<file path="src/rtl/compare_weight_ctrl.sv">
// Masked 10-bit weight-equality datapath (compare_weight) and its handshake sequencer (compare_weight_ctrl).
// Build macro CMP_CTRL_ZEROIZE_EN: clear a_q/b_q/res_q on every result handshake.

module compare_weight #(
  parameter int d       = 2,
  parameter int LATENCY = 10
) (
  input  logic                          clk,
  input  logic [d*10-1:0]               a,
  input  logic [(d*(d-1)/2)*10-1:0]     rnd,
  input  logic [d*10-1:0]               b,
  output logic [d-1:0]                  diff
);
  localparam int word = 10;
  localparam int nrnd = d * (d - 1) / 2;

  logic [word-1:0] x_d [d];
  logic [word-1:0] x_q [d];
  logic [d-1:0]    acc [word];
  logic [d-1:0]    term_q [1:word-1][d];
  logic            rf;

  function automatic int pair_idx(input int i, input int j);
    int lo;
    int hi;
    lo = (i < j) ? i : j;
    hi = (i < j) ? j : i;
    return lo * d - (lo * (lo + 1)) / 2 + (hi - lo - 1);
  endfunction

  // The last randomness slot refreshes bit 0 of the share-wise XOR so every rnd bit is consumed.
  assign rf = ^rnd[(word-1)*nrnd +: nrnd];

  always_comb begin
    for (int i = 0; i < d; i++) x_d[i] = a[i*word +: word] ^ b[i*word +: word];
    x_d[0][0]   = x_d[0][0] ^ rf;
    x_d[d-1][0] = x_d[d-1][0] ^ rf;
  end

  always_ff @(posedge clk) begin
    for (int i = 0; i < d; i++) x_q[i] <= x_d[i];
  end

  // Serial OR chain: OR(x,y) = NOT(AND(NOT x, NOT y)), inversion applied to share 0 only.
  always_ff @(posedge clk) begin
    for (int k = 1; k < word; k++)
      for (int i = 0; i < d; i++)
        for (int j = 0; j < d; j++)
          if (i == j)
            term_q[k][i][j] <= (acc[k-1][i] ^ (i == 0)) & (x_q[j][k] ^ (j == 0));
          else
            term_q[k][i][j] <= ((acc[k-1][i] ^ (i == 0)) & (x_q[j][k] ^ (j == 0)))
                               ^ rnd[(k-1)*nrnd + pair_idx(i, j)];
  end

  always_comb begin
    for (int k = 0; k < word; k++) acc[k] = '0;
    for (int i = 0; i < d; i++) acc[0][i] = x_q[i][0];
    for (int k = 1; k < word; k++) begin
      for (int i = 0; i < d; i++) acc[k][i] = ^term_q[k][i];
      acc[k][0] = ~acc[k][0];
    end
  end

  if (LATENCY > word) begin : g_dly
    logic [d-1:0] dly_q [LATENCY-word];
    always_ff @(posedge clk) begin
      dly_q[0] <= acc[word-1];
      for (int s = 1; s < LATENCY - word; s++) dly_q[s] <= dly_q[s-1];
    end
    assign diff = dly_q[LATENCY-word-1];
  end else begin : g_nodly
    assign diff = acc[word-1];
  end
endmodule

module compare_weight_ctrl #(
  parameter int d       = 2,
  parameter int LATENCY = 10
) (
  input  logic                          clk,
  input  logic                          rst_n,
  input  logic                          in_valid,
  output logic                          in_ready,
  input  logic [d*10-1:0]               a_input,
  input  logic [d*10-1:0]               b_input,
  input  logic [(d*(d-1)/2)*10-1:0]     rnd_in,
  input  logic                          rnd_valid,
  output logic                          rnd_ready,
  output logic                          out_valid,
  input  logic                          out_ready,
  output logic [d-1:0]                  out_diff,
  output logic                          busy
);
  localparam int word          = 10;
  localparam int and_pini_nrnd = d * (d - 1) / 2;
  localparam int CW            = $clog2(LATENCY + 1);
  localparam logic [CW-1:0] CNT_MAX = CW'(LATENCY);

  typedef enum logic [1:0] {IDLE, RUN, WAIT_RND, DONE} state_t;

  state_t                        state, state_next;
  logic [CW-1:0]                 cnt, cnt_next;
  logic [d*word-1:0]             a_q, b_q;
  logic [d-1:0]                  res_q, dp_diff;
  logic [and_pini_nrnd*word-1:0] dp_rnd;
  logic                          load_ops, load_res;
`ifdef CMP_CTRL_ZEROIZE_EN
  logic                          clear_regs;
`endif

  // A starved RUN cycle aborts the evaluation and feeds zero randomness that cycle.
  always_comb begin
    state_next = state;
    cnt_next   = cnt;
    load_ops   = 1'b0;
    load_res   = 1'b0;
    in_ready   = 1'b0;
    rnd_ready  = 1'b0;
    out_valid  = 1'b0;
    dp_rnd     = '0;
`ifdef CMP_CTRL_ZEROIZE_EN
    clear_regs = 1'b0;
`endif
    case (state)
      IDLE: begin
        in_ready = 1'b1;
        if (in_valid) begin
          load_ops   = 1'b1;
          cnt_next   = '0;
          state_next = RUN;
        end
      end
      RUN: begin
        rnd_ready = 1'b1;
        if (!rnd_valid) begin
          cnt_next   = '0;
          state_next = WAIT_RND;
        end else begin
          dp_rnd = rnd_in;
          if (cnt == CNT_MAX) begin
            load_res   = 1'b1;
            state_next = DONE;
          end else begin
            cnt_next = cnt + 1'b1;
          end
        end
      end
      WAIT_RND: begin
        if (rnd_valid) begin
          cnt_next   = '0;
          state_next = RUN;
        end
      end
      DONE: begin
        out_valid = 1'b1;
        if (out_ready) begin
          state_next = IDLE;
`ifdef CMP_CTRL_ZEROIZE_EN
          clear_regs = 1'b1;
`endif
        end
      end
      default: state_next = IDLE;
    endcase
  end

  always_ff @(posedge clk) begin
    if (!rst_n) begin
      state <= IDLE;
      cnt   <= '0;
      a_q   <= '0;
      b_q   <= '0;
      res_q <= '0;
    end else begin
      state <= state_next;
      cnt   <= cnt_next;
      if (load_ops) begin
        a_q <= a_input;
        b_q <= b_input;
      end
      if (load_res) res_q <= dp_diff;
`ifdef CMP_CTRL_ZEROIZE_EN
      if (clear_regs) begin
        a_q   <= '0;
        b_q   <= '0;
        res_q <= '0;
      end
`endif
    end
  end

  assign busy     = (state != IDLE);
  assign out_diff = out_valid ? res_q : '0;

  compare_weight #(.d(d), .LATENCY(LATENCY)) u_dp (
    .clk  (clk),
    .a    (a_q),
    .rnd  (dp_rnd),
    .b    (b_q),
    .diff (dp_diff)
  );
endmodule

</file>
<file path="config.mk">
export PLATFORM = sky130hd
export DESIGN_NAME = compare_weight_ctrl
export DESIGN_NICKNAME = d
export VERILOG_FILES = /design/src/rtl/compare_weight_ctrl.sv
export SDC_FILE = /design/constraint.sdc
export NUM_CORES = 1
export LEC_CHECK = 0
export ABC_AREA = 1
export CAP_MARGIN = 10
export CORE_UTILIZATION = 55
export DETAILED_ROUTE_END_ITERATION = 16
export GPL_ROUTABILITY_DRIVEN = 0
export PLACE_DENSITY = 0.82
export SETUP_SLACK_MARGIN = 0.02
export SKIP_LAST_GASP = 1
export SLEW_MARGIN = 20
export SYNTH_ARGS = -nofsm -noshare
export SYNTH_HDL_FRONTEND = slang
export SYNTH_SLANG_ARGS = --single-unit
</file>
<file path="constraint.sdc">
create_clock -name clk -period 3.8 [get_ports clk]
set_clock_uncertainty 0.15 [all_clocks]
set_input_delay 0.57 -clock clk [delete_from_list [all_inputs] [get_ports clk]]
set_output_delay 0.57 -clock clk [all_outputs]
set_load 0.005 [all_outputs]
</file>
After elaboration in Yosys (flattened, before gate mapping) --
Memory sizes are Yosys's and may differ from the RTL's. Index checks and enable logic that the tools add are counted.
Storage, ports and cells: output and inout port bits 6, bits in writable memories 56, bits in read-only memories 0, register bits after elaboration 48, memories 2, logic and storage cells 131, bits in latches 0
Memory list:
- u_dp.term_q | words 9, width 4, rd ports 9, clocked after memory_dff 0, wr ports 9, RTL line 20 | logic [d-1:0] term_q [1:word-1][d];
- u_dp.x_q | words 2, width 10, rd ports 2, clocked after memory_dff 0, wr ports 2, RTL line 18 | logic [word-1:0] x_q [d];
Operators by class: $lt $le $gt $ge 0, eq/ne operators 9, add/sub/neg operators 1, shifts and indexed selects 0, div/mod/pow operators 0, multiply operators 0, multiplexer cells 22, reductions and logical operators 23, bitwise operators 69
Operators by type and width (number):
- $and A1 B1 Y1 | 36
- $reduce_xor A2 Y1 | 18
- $mux W10 | 2
- $xor A1 B1 Y1 | 20
- $xor A10 B10 Y10 | 2
- $mux W4 | 4
- $mux W2 | 6
- $pmux W4 S3 | 1
- $not A1 Y1 | 11
- $mux W1 | 8
- $pmux W2 S4 | 1
- $reduce_and A4 Y1 | 2
- $ne A2 B2 Y1 const B | 3
- $ne A3 B3 Y1 const B | 2
- $add A4 B1 Y4 const B | 1
- $eq A2 B2 Y1 const B | 2
- $eq A4 B4 Y1 const B | 1
- $reduce_bool A3 Y1 | 1
- $eq A2 B1 Y1 const B | 1
- $logic_not A2 Y1 | 1
- $reduce_bool A2 Y1 | 1

Logic depth before layout (Yosys ltp) --
Gate-level depths: netlist (run 1).
word-level depth 4, depth in mapped cells 9, gate-level depth less buffers 9

Cells and area by module --
Synthesis (run 1) repeated with hierarchy kept, for this count alone.
Second synthesis, totals: cells, all modules 545, area, all modules 4065.1 µm²
By module, submodules not included:
- compare_weight | cells each 269, instances 1, area an instance 2125.8 µm²
- compare_weight_ctrl | cells each 276, instances 1, area an instance 1939.4 µm²

Worst setup path after synthesis (run 1) --
No wires, ideal clock.
kind input -> register, start point input port rnd_valid, end point memory u_dp.term_q[3][3] (netlist name), required time 3531 ps, setup time 119 ps, arrival 1186 ps, setup slack 2345 ps, path buffers 1, stages on the path 5, path through inv_1 > nor2_4 > buf_6 > nand2_1 > xor2_1
RTL lines:
- from (decl) | RTL line 88 | input logic rnd_valid,
- to (decl) | RTL line 20

Final worst setup path (run 1) --
start point register state[1], end point output port out_diff[1]
Between the ends: cells in the longest elaborated chain, start to end 3
RTL lines:
- from (decl) | RTL line 102 | state_t state, state_next;
- from (signal assigned) | RTL line 176 | state <= state_next;
- $eq A2 B2 Y1 | RTL line 125 | case (state)
- $mux W1 | RTL line 125
- $mux W2 | RTL line 194 | assign out_diff = out_valid ? res_q : '0;
- to (decl) | RTL line 92 | output logic [d-1:0] out_diff,
No other way between the ends.

==> results of run 1 <==
-- metal layers --
metal	vias up	GRT usage (%)	wire [µm]
met2	59	33.1	3240
li1	1442	-	-
met1	1249	24.8	3130
met3	8	3.31	219
met4	0	11.2	106
met5	-	0	0
-- stage by stage --
stage	hold slack, ns	instances
3_3_place_gp	0.242	562
2_1_floorplan	0.236	438
5_1_grt	0.293	577
6_report	0.260	577
4_1_cts	0.260	577
3_5_place_dp	0.245	562
-- area by class of cell --
class	instances	area, µm²	share of cell area, %
clock buffer	11	151	3.28
timing repair buffer	61	608	13.2
tap	77	96.3	2.09
inverter	39	146	3.17
clock inverter	4	51.3	1.11
sequential	104	2080	45.1
multi-input combinational	281	1490	32.1
-- sequential cells by signal (all words and copies together) (netlist names) --
| signal | cells |
|---|---|
| a_q | 20 |
| b_q | 20 |
| cnt | 4 |
| res_q | 2 |
| state | 2 |
| u_dp.term_q | 36 |
| u_dp.x_q | 20 |
-- power groups by stage --
stage / registers (mW) / logic (mW) / clock network, mW
floorplan: 1.49 / 0.483 / 0
global placement: 1.51 / 0.617 / 0
detailed placement: 1.52 / 0.645 / 0
global route: 1.53 / 0.733 / 0.740
CTS: 1.50 / 0.651 / 0.695
finish: 1.50 / 0.643 / 0.690
-- cell usage in the layout (no fill, tap or decap), types with 8 or more instances in the layout --
master,instances
clkbuf_8,11
o21ai_1,8
dfxtp_1,104
o21ai_0,34
xor2_1,48
inv_1,37
clkdlybuf4s50_1,60
nor2_1,113
xnor2_1,10
nand2_1,41
-- logic make-up (layout without fill, tap and decap cells) --
| kind of cell | after synthesis | in the layout | share of synthesized area (%) |
|---|---|---|---|
| AO/OA/AOI/OAI | 49 | 49 | 6.57 |
| XOR/XNOR | 58 | 58 | 13.4 |
| buffers and inverters | 53 | 115 | 5.81 |
| flip-flops | 104 | 104 | 55.0 |
| AND/OR/NAND/NOR | 172 | 172 | 18.6 |
| adder cells (fa/ha/maj) | 2 | 2 | 0.661 |
-- worst max path at each step --
stage,endpoint,startpoint
3_3_place_gp,b_q[1],in_valid
5_1_grt,out_diff[1],state[1]
4_1_cts,out_diff[1],state[1]
3_5_place_dp,b_q[17],in_valid
2_1_floorplan,u_dp.term_q[3][3],rnd_valid
6_report,out_diff[1],state[1]
==> flow_summary.yaml, run 1 <==
sta:
  fin_setup_tns_ns: 0
  final_max_slew_viol_count: 0
  min_period_over_period_pct: 61.6
  setup_violations: 0
  slew_at_the_pin_closest_to_its_max_slew_limit_ns: 0.629
  unrepaired_setup_endpoints_after_global_routing: "false"
  slew_headroom_pct: 58.0
  fin_crit_ns: 2.34
  finalHoldViolations: 0
  timing.fmax_ghz: 0.427
  layout_setup_ws_ns: 1.46
routing:
  routed-via-count: 2758
  final_antenna_net_count: 0
  drt-initial-drc-count: 149
  viasPerCell: 4.78
  detailed_router_iteration_count_before_antenna_repair: 10
  post-route-drc-count: 1
  wirelength_um: 6700
  route.detailed.wl_per_inst_um: 11.6
floorplan:
  placement_rows: 29
  num_io_pins: 61
  initial_utilization_pct: 58.3
  fp.dieH_um: 85.0
  fp.dieW_um: 85.0
  die-area_mm2: 0.00722
  placeableCoreArea_mm2: 0.00649
setup_path:
  timing.critical_path.slowest_cell_delay_ns: 0.52
  cp_num_cells: 3
  reg2regPathDepth: 5
  crit_path_start_kind: "register"
  crit-reg2reg-launch: "state[1]"
  cpLargestDelayFamily: "buffers and inverters"
  crit_chain: "nand2_2 > nor2_1 > clkdlybuf4s50_1"
  end_kind: "primary output"
  worstSetupPathType: "reg -> out"
  crit_buf_inv: 1
  regToRegEndpoint: "b_q[17]"
  worst-endpoint-required_ns: 3.08
  regToRegSetupSlack_ns: 1.96
  crit_arrival_ns: 1.62
  cell_with_the_largest_stage_delay_on_the_worst_path: "clkdlybuf4s50_1"
  worstPathMaxFanout: 7
synthesis:
  synth.net_count: 495
  area_share_of_the_largest_cell_type_after_synthesis_pct: 55.0
  postSynth.topFlopCell: "dfxtp_1"
  ys_top_cells_by_count: "nor2_1, dfxtp_1, xor2_1"
  postSynth.asyncResetShare_pct: 0
  ys_top_cells_by_area: "dfxtp_1, nor2_1, xor2_1"
  mappedNetlistArea_mm2: 0.00379
  postSynthAreaPerCell_um2: 8.65
  synth_edf_count: 0
  synthesis.instances: 438
  synth.distinct_cells: 25
  synthDominantAreaCellType: "dfxtp_1"
  synth.yosys.warnings: 0
  synth-seq-cells: 104
  most_numerous_cell_in_the_yosys_netlist: "nor2_1"
  sequential_element_share_of_the_synthesized_area_pct: 55.0
power_and_ir_drop:
  max-vdd-ir-drop_mv: 0.290
  power.combinational.fraction_pct: 22.7
  power_density_mw_per_mm2: 612
  cell_internal_pwr_mw: 1.99
  p_switching_mw: 0.835
  p_clk_share_pct: 24.4
  power_mw: 2.83
  cellLeakagePower_nw: 2.05
  swShare_pct: 29.5
  seq_power_share_pct: 52.9
placement:
  dp_slack_ns: 1.44
  port_buffers: 60
  place_hpwl_um: 4900
  dpl_cell_area_mm2: 0.00442
status:
  violated_checks: "design-rule violations"
  run_status: "finished with violations"
clock_network:
  ctsHoldBuffers: 0
  cts-root-to-sink-buffers: 2
  h-tree-depth: 3
  tritoncts: "yes"
  cts.repair_timing.setup_buffer_count: 0
  post_cts_resize_count: 0
  path_clk_slew_ns: 0.09
  cts_made_buffers: 9
  cts_root_buffer: "clkbuf_8"
  clkSinkCount: 104
  worstSkewPairLatency_ns: 0.35
hold_path:
  holdCritStartpoint: "u_dp.x_q[0][0]"
  worstHoldEndpoint: "u_dp.term_q[1][2]"
  whs_path_depth: 1
  holdCritPathClass: "reg -> reg"
grt:
  grt_start_max_net_pins: 46
  grtUsageTotal_pct: 20.0
  grt_first_pass_wirelength_um: 11100
  grt.overflow.total: 0
  antenna_found_initial: 0
  first_global_vias: 2616
final_layout:
  fraction_of_layout_cells_with_a_size_suffix_above_1_pct: 5.40
  finish.utilization_pct: 71.1
  diodes: 0
  design.final.nets: 553
  fillers: 528
  post_route_cell_area_mm2: 0.00462
  area_delta_synth_final_pct: 22.0
job:
  drv.max_cap_violation_count: 0
Note: power is estimated with default switching activity, not from simulation.
==> inputs of run 2 (changes only) <==
--- a/config.mk
+++ b/config.mk
@@ -7,10 +7,10 @@
 export LEC_CHECK = 0
 export ABC_AREA = 1
 export CAP_MARGIN = 10
-export CORE_UTILIZATION = 55
+export CORE_UTILIZATION = 52
 export DETAILED_ROUTE_END_ITERATION = 16
 export GPL_ROUTABILITY_DRIVEN = 0
-export PLACE_DENSITY = 0.82
+export PLACE_DENSITY = 0.78
 export SETUP_SLACK_MARGIN = 0.02
 export SKIP_LAST_GASP = 1
 export SLEW_MARGIN = 20
==> constraint.sdc (replaced) <==
create_clock -name clk -period 2.4 [get_ports clk]
set_clock_uncertainty 0.15 [all_clocks]
set_input_delay 0.36 -clock clk [delete_from_list [all_inputs] [get_ports clk]]
set_output_delay 0.36 -clock clk [all_outputs]
set_load 0.005 [all_outputs]
==> flow_summary.yaml, run 2 (synthesized netlist as in run 1, its figures left out) <==
status:
  run_status: "finished clean"
grt:
  grt.overflow.total: 0
  first_global_vias: 2642
  antenna_found_initial: 0
  grt_first_pass_wirelength_um: 11400
  grt_start_max_net_pins: 46
  grtUsageTotal_pct: 19.7
hold_path:
  worstHoldEndpoint: "u_dp.term_q[2][2]"
  whs_path_depth: 1
  holdCritPathClass: "reg -> reg"
  holdCritStartpoint: "u_dp.x_q[0][2]"
routing:
  viasPerCell: 4.58
  detailed_router_iteration_count_before_antenna_repair: 4
  post-route-drc-count: 0
  route.detailed.wl_per_inst_um: 11.4
  drt-initial-drc-count: 76
  wirelength_um: 6810
  final_antenna_net_count: 0
  routed-via-count: 2744
floorplan:
  initial_utilization_pct: 54.8
  fp.dieW_um: 87.3
  placeableCoreArea_mm2: 0.00691
  placement_rows: 30
  fp.dieH_um: 87.3
  num_io_pins: 61
  die-area_mm2: 0.00763
sta:
  fin_setup_tns_ns: 0
  finalHoldViolations: 0
  setup_violations: 0
  min_period_over_period_pct: 87.6
  fin_crit_ns: 2.10
  layout_setup_ws_ns: 0.298
  timing.fmax_ghz: 0.476
  slew_headroom_pct: 70.3
  final_max_slew_viol_count: 0
  slew_at_the_pin_closest_to_its_max_slew_limit_ns: 0.445
  unrepaired_setup_endpoints_after_global_routing: "false"
clock_network:
  cts_made_buffers: 9
  cts.repair_timing.setup_buffer_count: 0
  h-tree-depth: 3
  cts_root_buffer: "clkbuf_8"
  cts-root-to-sink-buffers: 2
  tritoncts: "yes"
  path_clk_slew_ns: 0.09
  post_cts_resize_count: 0
  ctsHoldBuffers: 0
  worstSkewPairLatency_ns: 0.35
  clkSinkCount: 104
placement:
  port_buffers: 60
  place_hpwl_um: 4950
  dp_slack_ns: 0.354
final_layout:
  reg_with_most_ffs: "u_dp.term_q"
  largest_register_ff_count: 36
  area_delta_synth_final_pct: 23.3
  diodes: 0
  mostFrequentLayoutCell: "nor2_1"
  fraction_of_layout_cells_with_a_size_suffix_above_1_pct: 5.96
  layout.cells.most_common_list: "nor2_1, dfxtp_1, clkdlybuf4s50_1"
  design.final.nets: 556
  finish.utilization_pct: 67.6
setup_path:
  reg2regPathDepth: 7
  crit_arrival_ns: 1.59
  crit_path_start_kind: "register"
  crit-reg2reg-launch: "state[0]"
  crit_buf_inv: 1
  worstPathMaxFanout: 7
  crit_chain: "nand2_2 > nor2_1 > clkdlybuf4s50_1"
  end_kind: "primary output"
  cell_with_the_largest_stage_delay_on_the_worst_path: "clkdlybuf4s50_1"
  cpLargestDelayFamily: "buffers and inverters"
  worst-endpoint-required_ns: 1.89
  worstSetupPathType: "reg -> out"
  regToRegEndpoint: "cnt[3]"
  timing.critical_path.slowest_cell_delay_ns: 0.51
  cp_num_cells: 3
  regToRegSetupSlack_ns: 0.79
power_and_ir_drop:
  seq_power_share_pct: 53.1
  power_density_mw_per_mm2: 961
  max-vdd-ir-drop_mv: 0.437
  p_clk_share_pct: 24.2
  cell_internal_pwr_mw: 3.17
  p_switching_mw: 1.32
  swShare_pct: 29.4
  power.combinational.fraction_pct: 22.7
  cellLeakagePower_nw: 2.06
job:
  drv.max_cap_violation_count: 0
-- run 2: changes by cell type in the layout (fill, tap and decap cells not counted) --
cell / before / now
buf_4: 1 / 4
clkinv_2: 1 / 0
clkinv_4: 0 / 1
clkinvlp_4: 1 / 2
inv_6: 1 / 0
-- run 2: through the flow --
step / hold WS, ns / instances / cell area, µm² / power [mW]
floorplan: 0.236 / 438 / 3790 / 3.13
finish: 0.266 / 599 / 4670 / 4.49
global placement: 0.243 / 584 / 4460 / 3.40
global route: 0.297 / 599 / 4670 / 4.77
detailed placement: 0.249 / 584 / 4460 / 3.45
CTS: 0.263 / 599 / 4670 / 4.53
-- run 2: worst reg2reg max path, cell delays in order, from the launching register on --
cell and delay (ns):
dfxtp_1 0.46, nand2_2 0.10, nor2_4 0.36, nand2_4 0.11, nand3_1 0.16, nand2_1 0.07
nand2_1 0.06, nor2_1 0.05
-- run 2: cell type report --
cell class | instances | area, µm²
clock buffer | 11 | 151
timing repair buffer | 64 | 631
multi-input combinational | 281 | 1490
sequential | 104 | 2080
inverter | 39 | 146
clock inverter | 4 | 53.8
fill | 576 | 2240
tap | 96 | 120
-- run 2: how the worst max path moves through the flow --
stage                   start          end  slack [ns]
global route         state[1]  out_diff[1]        0.22
floorplan              cnt[0]       cnt[1]        1.04
global placement    rnd_valid       cnt[3]        0.38
detailed placement  rnd_valid       cnt[3]        0.35
finish               state[1]  out_diff[1]        0.30
CTS                  state[1]  out_diff[1]        0.28
-- run 2: power by group through the flow --
stage               Combinational, mW  Sequential (mW)  Clock (mW)
floorplan                       0.764             2.36           0
global placement                0.989             2.41           0
detailed placement               1.03             2.42           0
CTS                              1.03             2.38        1.11
global route                     1.17             2.42        1.18
finish                           1.02             2.38        1.08
-- run 2: layer usage --
layer / routed length, µm / global-route usage (%) / vias to the layer above
met3: 286 / 6.16 / 6
met1: 3120 / 23.4 / 1238
met4: 78 / 6.41 / 0
li1: - / - / 1449
met5: 0 / 0 / -
met2: 3330 / 33.9 / 51
==> inputs of run 3 (changes only) <==
==> constraint.sdc (replaced) <==
create_clock -name clk -period 2.01 [get_ports clk]
set_clock_uncertainty 0.15 [all_clocks]
set_input_delay 0.3015 -clock clk [delete_from_list [all_inputs] [get_ports clk]]
set_output_delay 0.3015 -clock clk [all_outputs]
set_load 0.005 [all_outputs]
==> flow_summary.yaml, run 3 (synthesized netlist as in run 1, its figures left out) <==
setup_path:
  worstPathMaxFanout: 7
  regToRegEndpoint: "cnt[0]"
  crit_arrival_ns: 1.47
  worst-endpoint-required_ns: 1.56
  crit_chain: "nand2_2 > nor2_1 > clkdlybuf4s50_1"
  regToRegSetupSlack_ns: 0.51
  reg2regPathDepth: 8
  timing.critical_path.slowest_cell_delay_ns: 0.50
  cell_with_the_largest_stage_delay_on_the_worst_path: "clkdlybuf4s50_1"
  worstSetupPathType: "reg -> out"
  end_kind: "primary output"
  crit-reg2reg-launch: "cnt[0]"
  crit_path_start_kind: "register"
routing:
  final_antenna_net_count: 0
  wirelength_um: 7040
  post-route-drc-count: 0
  drt-initial-drc-count: 97
  detailed_router_iteration_count_before_antenna_repair: 4
  routed-via-count: 2718
  route.detailed.wl_per_inst_um: 11.7
  viasPerCell: 4.53
final_layout:
  design.final.nets: 556
  fillers: 583
  mostFrequentLayoutCell: "nor2_1"
  area_delta_synth_final_pct: 24.7
  finish.utilization_pct: 68.4
  diodes: 0
  reg_with_most_ffs: "u_dp.term_q"
  fraction_of_layout_cells_with_a_size_suffix_above_1_pct: 6.55
  layout.cells.most_common_list: "nor2_1, dfxtp_1, clkdlybuf4s50_1"
  largest_register_ff_count: 36
sta:
  slew_headroom_pct: 75.9
  fin_crit_ns: 1.92
  fin_setup_tns_ns: 0
  unrepaired_setup_endpoints_after_global_routing: "true"
  finalHoldViolations: 0
  min_period_over_period_pct: 95.6
  setup_violations: 0
  slew_at_the_pin_closest_to_its_max_slew_limit_ns: 0.362
  final_max_slew_viol_count: 0
  layout_setup_ws_ns: 0.0893
  timing.fmax_ghz: 0.521
floorplan:
  die-area_mm2: 0.00763
  fp.dieH_um: 87.3
  placement_rows: 30
  initial_utilization_pct: 54.8
  num_io_pins: 61
  fp.dieW_um: 87.3
  placeableCoreArea_mm2: 0.00691
hold_path:
  worstHoldEndpoint: "u_dp.term_q[6][2]"
  holdCritStartpoint: "u_dp.x_q[0][6]"
  holdCritPathClass: "reg -> reg"
  whs_path_depth: 1
clock_network:
  worstSkewPairLatency_ns: 0.35
  tritoncts: "yes"
  cts_made_buffers: 9
  post_cts_resize_count: 2
  cts.repair_timing.setup_buffer_count: 0
  ctsHoldBuffers: 0
  h-tree-depth: 3
  cts-root-to-sink-buffers: 2
  clkSinkCount: 104
  path_clk_slew_ns: 0.10
  cts_root_buffer: "clkbuf_8"
grt:
  grt_start_max_net_pins: 46
  grt_first_pass_wirelength_um: 11900
  antenna_found_initial: 0
  first_global_vias: 2671
  grtUsageTotal_pct: 20.4
  grt.overflow.total: 0
job:
  drv.max_cap_violation_count: 0
power_and_ir_drop:
  power_density_mw_per_mm2: 1150
  max-vdd-ir-drop_mv: 0.595
  cellLeakagePower_nw: 2.09
placement:
  port_buffers: 60
  dp_slack_ns: 0.220
  place_hpwl_um: 5040
status:
  run_status: "finished clean"
==> run 3: cell types whose count changed in the layout (fill, tap and decap cells not counted), sizes merged <==
| cell | delta |
|---|---|
| inv | +3 |
| clkbuf | -2 |
| clkinv | +2 |
| clkinvlp | -2 |
==> run 3: area by class of cell <==
| type | instances | area [µm²] | share of cell area (%) |
|---|---|---|---|
| flip-flops and latches | 104 | 2090 | 44.2 |
| clock inverters | 7 | 85.1 | 1.80 |
| repair buffers | 64 | 668 | 14.1 |
| multi-input cells | 281 | 1490 | 31.5 |
| inverters | 39 | 146 | 3.10 |
| clock buffers | 9 | 124 | 2.62 |
| well taps | 96 | 120 | 2.54 |
==> run 3: worst max-delay path by stage <==
stage | startpoint | end | slack (ns) | depth (start not counted)
after global routing | state[1] | out_diff[1] | 0.009 | 3
after detailed placement | rnd_valid | cnt[3] | 0.22 | 9
after CTS | state[1] | out_diff[0] | 0.04 | 3
after floorplan | cnt[0] | cnt[1] | 0.65 | 6
after global placement | rnd_valid | cnt[3] | 0.24 | 9
final | state[1] | out_diff[0] | 0.09 | 3
==> run 3: critical path: cells and delay by family, from the launching register on <==
family                 cells  cell delay (ns)
buffers and inverters      1             0.50
DFF                        1             0.41
and+or+nand+nor            2             0.21
==> run 3: report_power, final <==
group	switching, mW	internal, mW	total [mW]	leakage (nW)
registers	0.274	2.57	2.85	0.863
logic	0.669	0.589	1.26	1.12
clock network	0.722	0.600	1.32	0.106
total	1.66	3.76	5.43	2.09
==> run 3: routing by layer <==
metal,track usage [%],vias up,part of all wire [%]
met5,0,-,0
met4,7.60,0,1.3
met3,3.60,6,3.6
met2,35.9,55,49
met1,24.9,1206,46
li1,-,1451,-
==> run 3: stage by stage <==
step                power [mW]  cell area [µm²]  instances  hold WS (ns)
floorplan                 3.73             3790        438         0.236
CTS                       5.47             4710        600         0.268
global placement          4.07             4500        584         0.252
finish                    5.43             4720        600         0.274
detailed placement        4.15             4500        584         0.254
global route              5.78             4720        600         0.295
